File: config.mk
export PLATFORM = sky130hd
export DESIGN_NAME = id_ex_stage_flat
export DESIGN_NICKNAME = d
export VERILOG_FILES = /design/src/rtl/exe_pkg.sv /design/src/rtl/id_ex_stage_if.sv /design/src/rtl/fwd_mux.sv /design/src/rtl/id_ex_stage.sv /design/src/flat_wrapper.sv
export SDC_FILE = /design/constraint.sdc
export NUM_CORES = 1
export LEC_CHECK = 0
export ABC_AREA = 1
export BUFFER_PORTS_ARGS = -buffer_cell sky130_fd_sc_hd__buf_2
export CORE_MARGIN = 4
export CORE_UTILIZATION = 45
export CTS_CLUSTER_DIAMETER = 30
export DETAILED_ROUTE_END_ITERATION = 16
export PLACE_DENSITY = 0.67
export SLEW_MARGIN = 30
export SYNTH_ARGS = -nofsm -noshare
export SYNTH_HDL_FRONTEND = slang
export SYNTH_SLANG_ARGS = --single-unit
File: constraint.sdc
create_clock -name clk -period 2.7 [get_ports clk]
set_input_delay 0.27 -clock clk [delete_from_list [all_inputs] [get_ports clk]]
set_output_delay 0.27 -clock clk [all_outputs]
set_load 0.02 [all_outputs]
File: src/rtl/exe_pkg.sv
// Shared execute-side types: ALU opcode encoding, the buffered ID/EX entry, and the WB snoop helper.
package exe_pkg;

  localparam int unsigned DATA_W     = 32;
  localparam int unsigned REG_AW_DEF = 5;

  typedef logic [3:0] alu_op_t;

  localparam alu_op_t ALU_ADD    = 4'b0000;
  localparam alu_op_t ALU_SUB    = 4'b1000;
  localparam alu_op_t ALU_SLL    = 4'b0001;
  localparam alu_op_t ALU_SLT    = 4'b0010;
  localparam alu_op_t ALU_SLTU   = 4'b0011;
  localparam alu_op_t ALU_XOR    = 4'b0100;
  localparam alu_op_t ALU_SRL    = 4'b0101;
  localparam alu_op_t ALU_SRA    = 4'b1101;
  localparam alu_op_t ALU_OR     = 4'b0110;
  localparam alu_op_t ALU_AND    = 4'b0111;
  localparam alu_op_t ALU_MUL    = 4'b1010;
  localparam alu_op_t ALU_MULH   = 4'b1011;
  localparam alu_op_t ALU_MULHSU = 4'b1100;

  typedef struct packed {
    logic [DATA_W-1:0]     pc;
    logic [REG_AW_DEF-1:0] rs1_addr;
    logic [REG_AW_DEF-1:0] rs2_addr;
    logic [DATA_W-1:0]     rs1_data;
    logic [DATA_W-1:0]     rs2_data;
    logic [REG_AW_DEF-1:0] rd_addr;
    logic [DATA_W-1:0]     imm;
    alu_op_t               alu_op;
    logic                  use_imm;
    logic                  use_pc;
    logic                  reg_write;
  } id_ex_entry_t;

  // Refresh stored register data with a write-back to the same source index (never x0).
  function automatic id_ex_entry_t wb_snoop(id_ex_entry_t e, logic en,
                                            logic [REG_AW_DEF-1:0] rd,
                                            logic [DATA_W-1:0] data);
    id_ex_entry_t r;
    r = e;
    if (en && rd != '0) begin
      if (rd == e.rs1_addr) r.rs1_data = data;
      if (rd == e.rs2_addr) r.rs2_data = data;
    end
    return r;
  endfunction

endpackage

File: src/rtl/id_ex_stage_if.sv
// Decode-side and execute-side handshake bundle of the ID/EX stage.
interface id_ex_stage_if #(
  parameter int unsigned WIDTH  = 32,
  parameter int unsigned REG_AW = 5
);
  logic              in_valid;
  logic              in_ready;
  logic [WIDTH-1:0]  in_pc;
  logic [REG_AW-1:0] in_rs1_addr;
  logic [REG_AW-1:0] in_rs2_addr;
  logic [WIDTH-1:0]  in_rs1_data;
  logic [WIDTH-1:0]  in_rs2_data;
  logic [REG_AW-1:0] in_rd_addr;
  logic [WIDTH-1:0]  in_imm;
  logic [3:0]        in_alu_op;
  logic              in_use_imm;
  logic              in_use_pc;
  logic              in_reg_write;

  logic              out_valid;
  logic              out_ready;
  logic [WIDTH-1:0]  out_inA;
  logic [WIDTH-1:0]  out_inB;
  logic [3:0]        out_alu_op;
  logic [WIDTH-1:0]  out_rs2_val;
  logic [WIDTH-1:0]  out_pc;
  logic [REG_AW-1:0] out_rd_addr;
  logic              out_reg_write;

  modport master (
    output in_valid, in_pc, in_rs1_addr, in_rs2_addr, in_rs1_data, in_rs2_data, in_rd_addr,
           in_imm, in_alu_op, in_use_imm, in_use_pc, in_reg_write, out_ready,
    input  in_ready, out_valid, out_inA, out_inB, out_alu_op, out_rs2_val, out_pc, out_rd_addr,
           out_reg_write
  );

  modport slave (
    input  in_valid, in_pc, in_rs1_addr, in_rs2_addr, in_rs1_data, in_rs2_data, in_rd_addr,
           in_imm, in_alu_op, in_use_imm, in_use_pc, in_reg_write, out_ready,
    output in_ready, out_valid, out_inA, out_inB, out_alu_op, out_rs2_val, out_pc, out_rd_addr,
           out_reg_write
  );
endinterface

File: src/rtl/fwd_mux.sv
// Per-operand bypass select: MEM result over WB result over stored data; x0 never forwards.
module fwd_mux #(
  parameter int unsigned WIDTH  = 32,
  parameter int unsigned REG_AW = 5
) (
  input  logic [REG_AW-1:0] rs_addr,
  input  logic [WIDTH-1:0]  stored,
  input  logic              mem_en,
  input  logic [REG_AW-1:0] mem_rd,
  input  logic [WIDTH-1:0]  mem_data,
  input  logic              wb_en,
  input  logic [REG_AW-1:0] wb_rd,
  input  logic [WIDTH-1:0]  wb_data,
  output logic [WIDTH-1:0]  result
);

  always_comb begin
    result = stored;
    if (rs_addr != '0) begin
      if (mem_en && mem_rd == rs_addr) begin
        result = mem_data;
      end else if (wb_en && wb_rd == rs_addr) begin
        result = wb_data;
      end
    end
  end

endmodule

File: src/rtl/id_ex_stage.sv
// ID/EX stage: 2-entry skid buffer (slot0 = head, slot1 = skid) with WB snoop on stored
// operands and MEM/WB forwarding on the head before ALU operand selection.
module id_ex_stage
  import exe_pkg::*;
#(
  // Must match the package entry widths (DATA_W / REG_AW_DEF).
  parameter int unsigned WIDTH  = DATA_W,
  parameter int unsigned REG_AW = REG_AW_DEF
) (
  input  logic              clk,
  input  logic              rst_n,
  input  logic              flush,
  id_ex_stage_if.slave      bus,
  input  logic              mem_fwd_en,
  input  logic [REG_AW-1:0] mem_fwd_rd,
  input  logic [WIDTH-1:0]  mem_fwd_data,
  input  logic              wb_fwd_en,
  input  logic [REG_AW-1:0] wb_fwd_rd,
  input  logic [WIDTH-1:0]  wb_fwd_data
);

  id_ex_entry_t slot0_q, slot0_d, slot1_q, slot1_d;
  id_ex_entry_t in_entry, slot0_snp, slot1_snp, in_snp;
  logic         valid0_q, valid0_d, valid1_q, valid1_d;
  logic         accept, pop;
  logic [WIDTH-1:0] fwd_rs1, fwd_rs2;

  assign accept = bus.in_valid & bus.in_ready;
  assign pop    = valid0_q & bus.out_ready;

  always_comb begin
    in_entry = '{
      pc:        bus.in_pc,
      rs1_addr:  bus.in_rs1_addr,
      rs2_addr:  bus.in_rs2_addr,
      rs1_data:  bus.in_rs1_data,
      rs2_data:  bus.in_rs2_data,
      rd_addr:   bus.in_rd_addr,
      imm:       bus.in_imm,
      alu_op:    bus.in_alu_op,
      use_imm:   bus.in_use_imm,
      use_pc:    bus.in_use_pc,
      reg_write: bus.in_reg_write
    };
    in_snp    = wb_snoop(in_entry, wb_fwd_en, wb_fwd_rd, wb_fwd_data);
    slot0_snp = valid0_q ? wb_snoop(slot0_q, wb_fwd_en, wb_fwd_rd, wb_fwd_data) : slot0_q;
    slot1_snp = valid1_q ? wb_snoop(slot1_q, wb_fwd_en, wb_fwd_rd, wb_fwd_data) : slot1_q;
  end

  always_comb begin
    valid0_d = valid0_q;
    valid1_d = valid1_q;
    slot0_d  = slot0_snp;
    slot1_d  = slot1_snp;
    if (flush) begin
      // Data is kept so outputs hold their last value; only the valids drop.
      valid0_d = 1'b0;
      valid1_d = 1'b0;
    end else if (pop) begin
      if (valid1_q) begin
        slot0_d  = slot1_snp;
        valid1_d = 1'b0;
      end else if (accept) begin
        slot0_d = in_snp;
      end else begin
        valid0_d = 1'b0;
      end
    end else if (accept) begin
      if (!valid0_q) begin
        slot0_d  = in_snp;
        valid0_d = 1'b1;
      end else begin
        slot1_d  = in_snp;
        valid1_d = 1'b1;
      end
    end
  end

  always_ff @(posedge clk or negedge rst_n) begin
    if (!rst_n) begin
      valid0_q <= 1'b0;
      valid1_q <= 1'b0;
      slot0_q  <= '0;
      slot1_q  <= '0;
    end else begin
      valid0_q <= valid0_d;
      valid1_q <= valid1_d;
      slot0_q  <= slot0_d;
      slot1_q  <= slot1_d;
    end
  end

  fwd_mux #(.WIDTH(WIDTH), .REG_AW(REG_AW)) u_fwd_rs1 (
    .rs_addr  (slot0_q.rs1_addr),
    .stored   (slot0_q.rs1_data),
    .mem_en   (mem_fwd_en),
    .mem_rd   (mem_fwd_rd),
    .mem_data (mem_fwd_data),
    .wb_en    (wb_fwd_en),
    .wb_rd    (wb_fwd_rd),
    .wb_data  (wb_fwd_data),
    .result   (fwd_rs1)
  );

  fwd_mux #(.WIDTH(WIDTH), .REG_AW(REG_AW)) u_fwd_rs2 (
    .rs_addr  (slot0_q.rs2_addr),
    .stored   (slot0_q.rs2_data),
    .mem_en   (mem_fwd_en),
    .mem_rd   (mem_fwd_rd),
    .mem_data (mem_fwd_data),
    .wb_en    (wb_fwd_en),
    .wb_rd    (wb_fwd_rd),
    .wb_data  (wb_fwd_data),
    .result   (fwd_rs2)
  );

  // in_ready comes straight from a flop so it never depends on out_ready.
  assign bus.in_ready      = ~valid1_q;
  assign bus.out_valid     = valid0_q;
  assign bus.out_inA       = slot0_q.use_pc ? slot0_q.pc : fwd_rs1;
  assign bus.out_inB       = slot0_q.use_imm ? slot0_q.imm : fwd_rs2;
  assign bus.out_rs2_val   = fwd_rs2;
  assign bus.out_alu_op    = slot0_q.alu_op;
  assign bus.out_pc        = slot0_q.pc;
  assign bus.out_rd_addr   = slot0_q.rd_addr;
  assign bus.out_reg_write = slot0_q.reg_write;

endmodule
File: src/flat_wrapper.sv
// flat-port wrapper written by rule: the top's interface ports become plain ports
module id_ex_stage_flat import exe_pkg::*;
#(
                                                               
  parameter int unsigned WIDTH  = DATA_W,
  parameter int unsigned REG_AW = REG_AW_DEF
)
  (clk, rst_n, flush, mem_fwd_en, mem_fwd_rd, mem_fwd_data, wb_fwd_en, wb_fwd_rd, wb_fwd_data, bus_in_valid, bus_in_pc, bus_in_rs1_addr, bus_in_rs2_addr, bus_in_rs1_data, bus_in_rs2_data, bus_in_rd_addr, bus_in_imm, bus_in_alu_op, bus_in_use_imm, bus_in_use_pc, bus_in_reg_write, bus_out_ready, bus_in_ready, bus_out_valid, bus_out_inA, bus_out_inB, bus_out_alu_op, bus_out_rs2_val, bus_out_pc, bus_out_rd_addr, bus_out_reg_write);
  id_ex_stage_if #(.WIDTH(WIDTH), .REG_AW(REG_AW)) bus_i ();
  input  logic clk;
  input  logic rst_n;
  input  logic flush;
  input  logic mem_fwd_en;
  input  logic [REG_AW-1:0] mem_fwd_rd;
  input  logic [WIDTH-1:0] mem_fwd_data;
  input  logic wb_fwd_en;
  input  logic [REG_AW-1:0] wb_fwd_rd;
  input  logic [WIDTH-1:0] wb_fwd_data;
  input wire logic [$bits(bus_i.in_valid)-1:0] bus_in_valid;
  input wire logic [$bits(bus_i.in_pc)-1:0] bus_in_pc;
  input wire logic [$bits(bus_i.in_rs1_addr)-1:0] bus_in_rs1_addr;
  input wire logic [$bits(bus_i.in_rs2_addr)-1:0] bus_in_rs2_addr;
  input wire logic [$bits(bus_i.in_rs1_data)-1:0] bus_in_rs1_data;
  input wire logic [$bits(bus_i.in_rs2_data)-1:0] bus_in_rs2_data;
  input wire logic [$bits(bus_i.in_rd_addr)-1:0] bus_in_rd_addr;
  input wire logic [$bits(bus_i.in_imm)-1:0] bus_in_imm;
  input wire logic [$bits(bus_i.in_alu_op)-1:0] bus_in_alu_op;
  input wire logic [$bits(bus_i.in_use_imm)-1:0] bus_in_use_imm;
  input wire logic [$bits(bus_i.in_use_pc)-1:0] bus_in_use_pc;
  input wire logic [$bits(bus_i.in_reg_write)-1:0] bus_in_reg_write;
  input wire logic [$bits(bus_i.out_ready)-1:0] bus_out_ready;
  output wire logic [$bits(bus_i.in_ready)-1:0] bus_in_ready;
  output wire logic [$bits(bus_i.out_valid)-1:0] bus_out_valid;
  output wire logic [$bits(bus_i.out_inA)-1:0] bus_out_inA;
  output wire logic [$bits(bus_i.out_inB)-1:0] bus_out_inB;
  output wire logic [$bits(bus_i.out_alu_op)-1:0] bus_out_alu_op;
  output wire logic [$bits(bus_i.out_rs2_val)-1:0] bus_out_rs2_val;
  output wire logic [$bits(bus_i.out_pc)-1:0] bus_out_pc;
  output wire logic [$bits(bus_i.out_rd_addr)-1:0] bus_out_rd_addr;
  output wire logic [$bits(bus_i.out_reg_write)-1:0] bus_out_reg_write;
  assign bus_i.in_valid = bus_in_valid;
  assign bus_i.in_pc = bus_in_pc;
  assign bus_i.in_rs1_addr = bus_in_rs1_addr;
  assign bus_i.in_rs2_addr = bus_in_rs2_addr;
  assign bus_i.in_rs1_data = bus_in_rs1_data;
  assign bus_i.in_rs2_data = bus_in_rs2_data;
  assign bus_i.in_rd_addr = bus_in_rd_addr;
  assign bus_i.in_imm = bus_in_imm;
  assign bus_i.in_alu_op = bus_in_alu_op;
  assign bus_i.in_use_imm = bus_in_use_imm;
  assign bus_i.in_use_pc = bus_in_use_pc;
  assign bus_i.in_reg_write = bus_in_reg_write;
  assign bus_i.out_ready = bus_out_ready;
  assign bus_in_ready = bus_i.in_ready;
  assign bus_out_valid = bus_i.out_valid;
  assign bus_out_inA = bus_i.out_inA;
  assign bus_out_inB = bus_i.out_inB;
  assign bus_out_alu_op = bus_i.out_alu_op;
  assign bus_out_rs2_val = bus_i.out_rs2_val;
  assign bus_out_pc = bus_i.out_pc;
  assign bus_out_rd_addr = bus_i.out_rd_addr;
  assign bus_out_reg_write = bus_i.out_reg_write;
  id_ex_stage #(.WIDTH(WIDTH), .REG_AW(REG_AW)) u_core (.clk(clk), .rst_n(rst_n), .flush(flush), .bus(bus_i), .mem_fwd_en(mem_fwd_en), .mem_fwd_rd(mem_fwd_rd), .mem_fwd_data(mem_fwd_data), .wb_fwd_en(wb_fwd_en), .wb_fwd_rd(wb_fwd_rd), .wb_fwd_data(wb_fwd_data));
endmodule
==> flow_summary.toml <==
[critical_path]
rr_startpoint = "u_core.slot0_q[114]$_DFFE_PN0P_"
critPathMaxStageDelay_ns = 0.40
r2r_setup_slack_ns = 0.09
path_buf_inv = 4
cp_max_fo = 8
cp_common_cell = "nand2_2"
cp_cell_sequence = "inv_2 -> nand2_1 -> nand2_1 -> inv_1 -> nor2_1 -> nand4_1 -> nand2_2 -> nand2_8 -> buf_12 -> o21ai_4 -> nand2_2 -> nand2_2 -> buf_6"
reg2regPathDepth = 18
slowest_stage = "dfrtp_1"
required_ns = 2.43
rr_endpoint = "u_core.slot0_q[114]$_DFFE_PN0P_"
crit_path_start_kind = "register"
end_kind = "primary output"
crit_family = "simple AND/OR/NAND/NOR gates"
worstPathArrival_ns = 2.58
critPathKind = "register to primary output"

[route]
dr_total_vias = 22081
wl_per_cell_um = 22.91
drc_errors = 0
drt_first_pass_iters = 8
drt_iter0_drc = 2791
drt-total-wl_um = 86870
vias_per_cell = 5.823
postRouteAntennaNets = 0

[worst_hold_path]
worstHoldPathCells = 5
hp-class = "input port to register"
whs_endpoint = "u_core.slot1_q[101]$_DFF_PN0_"
min_from = "bus_in_rs1_data[25]"

[clock_tree]
clock-sinks = 302
cts-htree-levels = 3
clkTransAtPathRegs_ns = 0.04
cts_buffers = 82
cts_tree = "done"
cts_root_buffer = "clkbuf_16"
clk_latency_ns = 0.61
cts_buffer_depth = 3

[global_routing]
antenna_found_initial = 7
grt_usage_pct = 36.41
grt_pass1_wl_um = 127000
grt_max_degree = 109
grt_pass1_vias = 21182
overflow = 0

[sta]
holdWs_ns = 0.01765
postLayoutSetupSlackWorst_ns = -0.1513
fmax_ghz = 0.3507
slew_headroom_pct = 51.10
fin_crit_ns = 2.851
period_share_pct = 105.6
rsz0062_at_grt = "yes"
hold_violations = 0
fin_worst_skew_ns = 0.04757
tightest_slew_ns = 0.7336
setup_violations = 46
drv_slew = 0

[pwr]
finalPower_mw = 24.78
p_leak_nw = 14.07
p_per_area_mw_per_mm2 = 902.4
irDropWorstVdd_uv = 685.2

[logic_synthesis]
synthCells = 2739
synth.area.top_cells = "dfrtp_1 40%, nand2_1 20%, nand3_1 9.7%"
ys_seq_area_share_pct = 40.30
synth-main-ff-cell = "dfrtp_1"
yosysTopAreaCell = "dfrtp_1"
yosysMostFrequentCell = "nand2_1"
synthArstFlopShare_pct = 100.0
yosys_register_bits = 302
synth_nets = 2970
postSynthAreaPerCell_um2 = 6.846
synthesis.area_mm2 = 0.01875
yosys_warnings = 0
synth.distinct_cells = 33
synth_common_cells = "978 x nand2_1, 365 x nand3_1, 302 x dfrtp_1"
synth_edf_count = 0
synth.top_cell.area_share_pct = 40.30

[floorplanning]
num_io_pins = 371
chipHeight_um = 212.1
start_util_pct = 45.72
dieArea_mm2 = 0.04500
num_rows = 74
coreArea_mm2 = 0.04102
die_x_um = 212.1

[place]
place_hpwl_um = 55250
place_congestion = 0.9699
port_buffers = 370
place_ws_ns = 0.2788

[status]
status = "finished, violations left"
violations = "negative setup slack"

[layout]
postLayoutCoreUtil_pct = 66.95
area_growth_pct = 46.45
nets = 3422
drive_gt1_share_pct = 27.00
fillers = 3451

[flow_run]
cap_violations = 0
-- how the worst max path moves through the flow --
stage | from | endpoint | cells after the start
2_1_floorplan | u_core.slot0_q[111]$_DFFE_PN0P_ | bus_out_inB[10] | 10
3_3_place_gp | wb_fwd_rd[2] | bus_out_inB[24] | 14
3_5_place_dp | wb_fwd_rd[3] | bus_out_inB[24] | 13
4_1_cts | u_core.slot0_q[110]$_DFFE_PN0P_ | bus_out_inB[24] | 13
5_1_grt | u_core.slot0_q[110]$_DFFE_PN0P_ | bus_out_inB[3] | 13
6_report | u_core.slot0_q[110]$_DFFE_PN0P_ | bus_out_inB[24] | 13
-- layer usage --
metal / vias up / GRT usage [%] / routed length, µm
met2: 1496 / 53.44 / 38060
met3: 272 / 11.98 / 11130
met1: 10516 / 49.48 / 33530
met5: - / 0 / 57
li1: 9789 / - / -
met4: 8 / 15.58 / 4098
-- layout by cell type (no fill, tap or decap), types with 4 or more instances in the layout --
| cell type | netlist | layout |
|---|---|---|
| o21ai_4 | 0 | 31 |
| o21ai_1 | 28 | 27 |
| a31oi_1 | 33 | 33 |
| buf_6 | 5 | 103 |
| nor2_1 | 57 | 51 |
| nand3_1 | 365 | 337 |
| xnor2_1 | 9 | 7 |
| buf_4 | 56 | 71 |
| buf_16 | 0 | 5 |
| buf_2 | 68 | 277 |
| clkinv_2 | 0 | 11 |
| nor2_4 | 2 | 7 |
| clkbuf_1 | 81 | 12 |
| dfrtp_2 | 0 | 4 |
| nor2_2 | 6 | 7 |
| clkbuf_16 | 0 | 88 |
| nand2_2 | 5 | 90 |
| dfrtp_1 | 302 | 298 |
| buf_12 | 0 | 31 |
| nand3_4 | 0 | 14 |
| bufinv_16 | 0 | 14 |
| inv_2 | 17 | 19 |
| nand2_1 | 978 | 853 |
| nand2_4 | 0 | 36 |
| a22oi_1 | 45 | 45 |
| nand2_8 | 0 | 4 |
| clkinvlp_4 | 0 | 7 |
| o211ai_1 | 39 | 39 |
| xor2_1 | 9 | 9 |
| clkbuf_8 | 0 | 15 |
| dlygate4sd3_1 | 0 | 95 |
| nand3_2 | 3 | 17 |
| inv_1 | 286 | 282 |
| nand4_1 | 97 | 97 |
| diode_2 | 0 | 5 |
| o21ai_0 | 134 | 130 |
| buf_8 | 0 | 5 |
| a21oi_1 | 58 | 58 |
-- where the power goes --
group / switching [mW] / internal (mW) / total [mW]
combinational: 4.78 / 3.06 / 7.84
sequential: 0.725 / 5.75 / 6.48
clock: 3.13 / 7.33 / 10.5
total: 8.64 / 16.1 / 24.8
-- logic make-up (layout without fill, tap and decap cells) --
logic type	after synthesis	after routing	synth area share [%]
AO/OA/AOI/OAI	369	369	11.81
XOR/XNOR	18	18	0.8408
buffers and inverters	531	1047	12.40
flip-flops	302	302	40.30
other	0	5	0
AND/OR/NAND/NOR	1519	1519	34.64
-- metrics by stage --
stage	instance area (µm²)	setup TNS (ns)	std cells
floorplan	18750	0	2739
global placement	20840	0	3470
detailed placement	20840	0	3470
CTS	26230	-3.217	3771
global route	27460	-9.017	3790
finish	27460	-2.825	3792
-- registers in the layout (all words and copies together) (netlist names) --
name / flops
u_core.bus.out_alu_op: 4
u_core.bus.out_pc: 32
u_core.bus.out_rd_addr: 5
u_core.bus.out_reg_write: 1
u_core.bus.out_valid: 1
u_core.slot0_q: 108
u_core.slot1_q: 150
u_core.valid1_q: 1
-- worst register-to-register path, cell delays in order, from the launching register on --
cell and delay, ns:
dfrtp_2 0.43, inv_2 0.07, buf_6 0.11, buf_4 0.12, buf_4 0.12, buf_4 0.12, buf_4 0.12, buf_4 0.12
buf_4 0.12, buf_4 0.12, buf_4 0.12, buf_4 0.12, buf_4 0.12, buf_4 0.12, buf_4 0.12, buf_4 0.12
buf_4 0.12, buf_4 0.13, o21ai_2 0.12
-- what timing repair did --
item | CTS | global route
pin swaps | 56 | 81
buffers inserted | 49 | 15
cloned | 9 | 8
hold buffers | 95 | 0
setup endpoints to repair | 68 | 97
endpoints found under the hold margin | 233 | 0
resized for setup | 229 | 275
-- area by class of cell --
class	instances	area [µm²]	share of cell area, %
Antenna cell	5	12.51	0.04556
Sequential cell	302	7562	27.54
Inverter	304	1149	4.182
Timing Repair Buffer	595	5079	18.49
Clock buffer	109	2303	8.388
Multi-Input combinational cell	1906	10000	36.43
Clock inverter	39	688.2	2.506
Tap cell	532	665.6	2.424
Power figures use the tool's default switching activity.
